$ cat src/rtl/imem_pkg.sv
// rtl/imem_pkg.sv - shared constants, FSM states and fault decode for the instruction memory
package imem_pkg;

  localparam logic [31:0] NOP_INSTR = 32'h0000_0000;

  typedef enum logic {ST_CLEAR, ST_READY} imem_state_e;

  // Misaligned, or any address bit above the word-index field set within addr_w.
  function automatic logic addr_fault(input logic [63:0] addr, input int addr_w, input int idx_w);
    logic [63:0] hi_mask;
    hi_mask = ((64'd1 << addr_w) - 64'd1) & ~((64'd1 << (idx_w + 2)) - 64'd1);
    return (addr[1:0] != 2'b00) || ((addr & hi_mask) != 64'd0);
  endfunction

endpackage

$ cat src/rtl/imem_ram_1r1w.sv
// rtl/imem_ram_1r1w.sv - one-write one-read instruction array with registered, write-first read
module imem_ram_1r1w #(
  parameter int DATA_W = 32,
  parameter int DEPTH  = 64,
  localparam int IDX_W = $clog2(DEPTH)
) (
  input  logic              clk,
  input  logic              we,
  input  logic [IDX_W-1:0]  waddr,
  input  logic [DATA_W-1:0] wdata,
  input  logic              re,
  input  logic [IDX_W-1:0]  raddr,
  output logic [DATA_W-1:0] rdata
);

  logic [DATA_W-1:0] mem [DEPTH];

  always_ff @(posedge clk) begin
    if (we) mem[waddr] <= wdata;
    if (re) rdata <= (we && (waddr == raddr)) ? wdata : mem[raddr];
  end

endmodule

$ cat src/rtl/imem_bank.sv
// rtl/imem_bank.sv - instruction memory: boot clear to NOP, load port, registered fetch with faults
module imem_bank
  import imem_pkg::*;
#(
  parameter int DATA_W = 32,
  parameter int DEPTH  = 64,
  parameter int ADDR_W = 32,
  localparam int IDX_W = $clog2(DEPTH)
) (
  input  logic              clk,
  input  logic              rst_n,
  output logic              ready,
  input  logic              fetch_req,
  input  logic [ADDR_W-1:0] fetch_addr,
  output logic              fetch_valid,
  output logic [DATA_W-1:0] fetch_instr,
  output logic              fetch_fault,
  input  logic              load_en,
  input  logic [IDX_W-1:0]  load_idx,
  input  logic [DATA_W-1:0] load_data
);

  imem_state_e       state;
  logic [IDX_W-1:0]  clr_cnt;
  logic              fetch_acc;
  logic              fault;
  logic [IDX_W-1:0]  fetch_idx;
  logic              ram_we;
  logic              ram_re;
  logic [IDX_W-1:0]  ram_waddr;
  logic [DATA_W-1:0] ram_wdata;
  logic [DATA_W-1:0] ram_rdata;
  logic              instr_sel;

  assign fetch_acc = (state == ST_READY) && fetch_req;
  assign fault     = addr_fault(64'(fetch_addr), ADDR_W, IDX_W);
  assign fetch_idx = fetch_addr[IDX_W+1:2];

  // Clear owns the write port until boot finishes; loads are dropped meanwhile.
  assign ram_we    = (state == ST_CLEAR) || load_en;
  assign ram_waddr = (state == ST_CLEAR) ? clr_cnt : load_idx;
  assign ram_wdata = (state == ST_CLEAR) ? DATA_W'(NOP_INSTR) : load_data;
  assign ram_re    = fetch_acc && !fault;

  imem_ram_1r1w #(
    .DATA_W (DATA_W),
    .DEPTH  (DEPTH)
  ) u_ram (
    .clk   (clk),
    .we    (ram_we),
    .waddr (ram_waddr),
    .wdata (ram_wdata),
    .re    (ram_re),
    .raddr (fetch_idx),
    .rdata (ram_rdata)
  );

  always_ff @(posedge clk or negedge rst_n) begin
    if (!rst_n) begin
      state       <= ST_CLEAR;
      clr_cnt     <= '0;
      ready       <= 1'b0;
      fetch_valid <= 1'b0;
      fetch_fault <= 1'b0;
      instr_sel   <= 1'b0;
    end else begin
      case (state)
        ST_CLEAR: begin
          clr_cnt <= clr_cnt + 1'b1;
          if (clr_cnt == IDX_W'(DEPTH - 1)) begin
            state <= ST_READY;
            ready <= 1'b1;
          end
        end
        default: ;
      endcase
      fetch_valid <= fetch_acc;
      if (fetch_acc) begin
        fetch_fault <= fault;
        instr_sel   <= !fault;
      end
    end
  end

  // The array has no reset, so the response word is gated to NOP until a good fetch lands.
  assign fetch_instr = instr_sel ? ram_rdata : DATA_W'(NOP_INSTR);

endmodule

$ cat config.mk
export PLATFORM = sky130hd
export DESIGN_NAME = imem_bank
export DESIGN_NICKNAME = d
export VERILOG_FILES = /design/src/rtl/imem_pkg.sv /design/src/rtl/imem_ram_1r1w.sv /design/src/rtl/imem_bank.sv
export SDC_FILE = /design/constraint.sdc
export NUM_CORES = 2
export LEC_CHECK = 0
export BUFFER_PORTS_ARGS = -buffer_cell sky130_fd_sc_hd__buf_4
export CAP_MARGIN = 20
export CORE_MARGIN = 1.5
export CORE_UTILIZATION = 40
export CTS_CLUSTER_SIZE = 14
export DETAILED_ROUTE_END_ITERATION = 8
export GPL_TIMING_DRIVEN = 1
export HOLD_SLACK_MARGIN = 0.15
export REMOVE_ABC_BUFFERS = 1
export SLEW_MARGIN = 20
export SYNTH_ARGS = -nofsm -noshare
export SYNTH_HDL_FRONTEND = slang
export SYNTH_SLANG_ARGS = --single-unit
$ cat constraint.sdc
create_clock -name clk -period 3.65 [get_ports clk]
set_input_delay 0 -clock clk [delete_from_list [all_inputs] [get_ports clk]]
set_output_delay 0 -clock clk [all_outputs]
set_load 0.01 [all_outputs]
==> impl_metrics.tcl <==
set metrics [dict create \
    status "finished clean" \
    fp.coreArea_sq_um 203000 \
    path_buf_inv 3 \
    worstMarginPinSlew_ns 1.18 \
    synth_area_leaders "edfxtp_1, mux2i_1, mux4_2, a22oi_1, mux2_2" \
    antenna_found_initial 12 \
    slowest_stage "dfrtp_2" \
    portBuffers 108 \
    async_flop_share 0.00526 \
    synth_flop_cell "edfxtp_1" \
    gp_congestion 0.845 \
    grt_pass1_wl_microns 318000 \
    start_kind "flip-flop" \
    syn_area_sq_um 81700 \
    setup-tns-final_ns 0 \
    synth_cell_types 61 \
    drt_iter0_drc 5554 \
    cp_top_family "buffers and inverters" \
    yosys_warnings 0 \
    worstPathCellList "buf_4 -> nand2b_1 -> nand2_1 -> or2_1 -> a2111oi_4 -> buf_6 -> o21bai_1 -> o21ai_1 -> dlygate4sd3_1" \
    slew_headroom 0.217 \
    ys_seq_area_frac 0.768 \
    peakVddDrop_mv 0.615 \
    setup_viol 0 \
    crit_path_end_kind "flip-flop" \
    rsz0062_at_grt "no" \
    criticalPathCategory "reg2reg" \
    firstDrtPassIters 5 \
    wl_per_cell_microns 30.0 \
    clkSinkCount 2091 \
    rrSetupSlack_ns 0.25 \
    post-route-period-util 0.932 \
    fin_util 0.466 \
    nets 4741 \
    fin_worst_skew_ns 0.0321 \
    grt_pass1_vias 42800 \
    synth_edf_count 2080 \
    io_pins 109 \
    clk_path_buf_depth 3 \
    p_leak_uw 0.0261 \
    dieArea_sq_um 207000 \
    clk_latency_ns 0.85 \
    avgSynthCellArea_sq_um 19.0 \
    fill_cells 16800 \
    power_density_nw_per_um2 500 \
    synth_seq_cells 2091 \
    die_x_microns 455 \
    post-dp-hpwl_microns 133000 \
    maxCapViolCount 0 \
    synth_top_area_share 0.764 \
    area_growth_pct 15.4 \
    slew_viol_final 0 \
    root_buffer "clkbuf_16" \
    antenna_left 0 \
    viasPerCell 5.79 \
    fmax_mhz 294 \
    cp.arrival_ns 3.99 \
    syn_inst 4291 \
    period_needed_ns 3.40 \
    synth_top_cell_by_area "edfxtp_1" \
    holdCritPathClass "in2reg" \
    start_util 0.404 \
    overflow 0 \
    wl_microns 225000 \
    clkTransAtPathRegs_ns 0.06 \
    vias 43500 \
    fp-row-count 165 \
    htreeDepth 4 \
    die_h_microns 455 \
    numCtsBuffers 199 \
    cp_max_fo 36 \
    drive_gt1_frac 0.217 \
    grt_usage 0.216 \
    cts_tree "done" \
    cp_slowest_stage_delay_ns 0.63 \
    hold_violations 0 \
    grt_max_degree 96 \
    critPathRequiredTime_ns 4.24 \
    drc 0 \
]
[worst register-to-register path: stages (launching register included)]
cell,delay (ns)
dfrtp_2,0.63
buf_4,0.34
nand2b_1,0.18
nand2_1,0.08
or2_1,0.24
a2111oi_4,0.41
buf_6,0.35
o21bai_1,0.24
o21ai_1,0.10
dlygate4sd3_1,0.57
[cell usage after synthesis (all sizes together), types with 3 or more instances]
master and count:
edfxtp 2080, mux2i 531, a22oi 197, mux4 192, buf 160, nand2 128
mux2 109, nor2 103, nand3 100, clkbuf 88, o21ai 80, and2 67
a21oi 64, nor2b 62, a211oi 60, o22ai 51, nand4 33, a31oi 25
a2111oi 20, nor3 17, a221oi 15, nand2b 12, dfrtp 11, o31ai 10
a22o 9, a41o 7, nor4 7, and3 6, o21bai 6, xnor2 6
a311o 5, a21o 4, or2 3
[registers in the layout, summed over array words and instances (netlist names)]
register and count:
u_ram.mem 2048, u_ram.rdata 32, clr_cnt 6, fetch_fault 1
fetch_valid 1, instr_sel 1, ready 1, state 1
[cells in the final DEF (no fill, tap or decap), types with 33 or more instances in the layout]
| cell type | netlist | routed |
|---|---|---|
| edfxtp_1 | 2080 | 2080 |
| mux2i_1 | 530 | 530 |
| buf_4 | 62 | 310 |
| clkbuf_16 | 0 | 203 |
| a22oi_1 | 197 | 197 |
| mux4_2 | 192 | 192 |
| nand2_1 | 127 | 127 |
| mux2_2 | 109 | 109 |
| nand3_1 | 100 | 100 |
| o21ai_0 | 78 | 78 |
| nor2_4 | 0 | 67 |
| a21oi_1 | 64 | 64 |
| a211oi_1 | 60 | 60 |
| nor2b_1 | 62 | 59 |
| dlygate4sd3_1 | 0 | 54 |
| buf_12 | 0 | 54 |
| o22ai_1 | 51 | 51 |
| clkbuf_1 | 88 | 49 |
| clkinv_1 | 1 | 48 |
| clkinv_2 | 0 | 38 |
| and2_1 | 67 | 34 |
| nand4_1 | 33 | 33 |
| nor2_1 | 100 | 33 |
[path summary, 6_finish.rpt]
path                                             end               from  depth (start not counted)
max                        u_ram.rdata[23]$_DFFE_PP_    state$_DFF_PN0_                          9
min                         u_ram.rdata[8]$_DFFE_PP_      fetch_addr[3]                          4
max reg2reg                u_ram.rdata[23]$_DFFE_PP_    state$_DFF_PN0_                          9
min reg2reg                        ready$_DFFE_PN0P_  ready$_DFFE_PN0P_                          1
max in group asynchronous            state$_DFF_PN0_              rst_n                          3
min in group asynchronous      fetch_valid$_DFF_PN0_              rst_n                          3
[stage by stage]
stage / cells / instance area [sq um] / hold slack, ns / total power, uW / setup slack (ns)
finish: 7505 / 94300 / 0.280 / 47200 / 0.249
detailed placement: 7083 / 87700 / -0.110 / 28000 / 0.463
floorplan: 4043 / 80300 / -0.296 / 27100 / -0.867
CTS: 7494 / 94300 / 0.160 / 47400 / 0.235
global placement: 7083 / 87700 / -0.110 / 28000 / 0.490
global route: 7501 / 94300 / 0.271 / 48400 / 0.0992
[per-layer routing]
layer | up-vias | GRT usage | wire, microns
met5 | - | 0 | 11
met4 | 2 | 0.0732 | 7770
met1 | 23000 | 0.306 | 94200
met2 | 1836 | 0.337 | 106000
li1 | 18300 | - | -
met3 | 339 | 0.0373 | 17700
[final cells by class]
cell class	count	area [sq um]	area share
flip-flops and latches	2091	62700	0.665
diodes	8	20.0	0.000212
clock inverters	108	792	0.00840
repair buffers	422	4010	0.0425
well taps	2672	3340	0.0354
inverters	2	7.51	0.0000796
clock buffers	252	5260	0.0558
multi-input cells	1950	18200	0.193
[kinds of logic after synthesis]
logic type | synth area share
flops | 0.768
mux | 0.133
compound gates | 0.0477
simple gates | 0.0333
buf+inv | 0.0172
xor+xnor | 0.000857
fa+ha+maj | 0.000153
[what timing repair did]
action | in CTS | in global routing
gates resized for setup | 0 | 1
endpoints found under the setup margin | 0 | 1
buffers inserted | 0 | 0
hold endpoints to repair | 1574 | 195
hold buffers | 51 | 3
[report_power, final]
group | internal (uW) | switching [uW]
Sequential | 26000 | 0
Clock | 10800 | 8780
Combinational | 574 | 1010
Total | 37400 | 9790
Note: power is estimated with default switching activity, not from simulation.
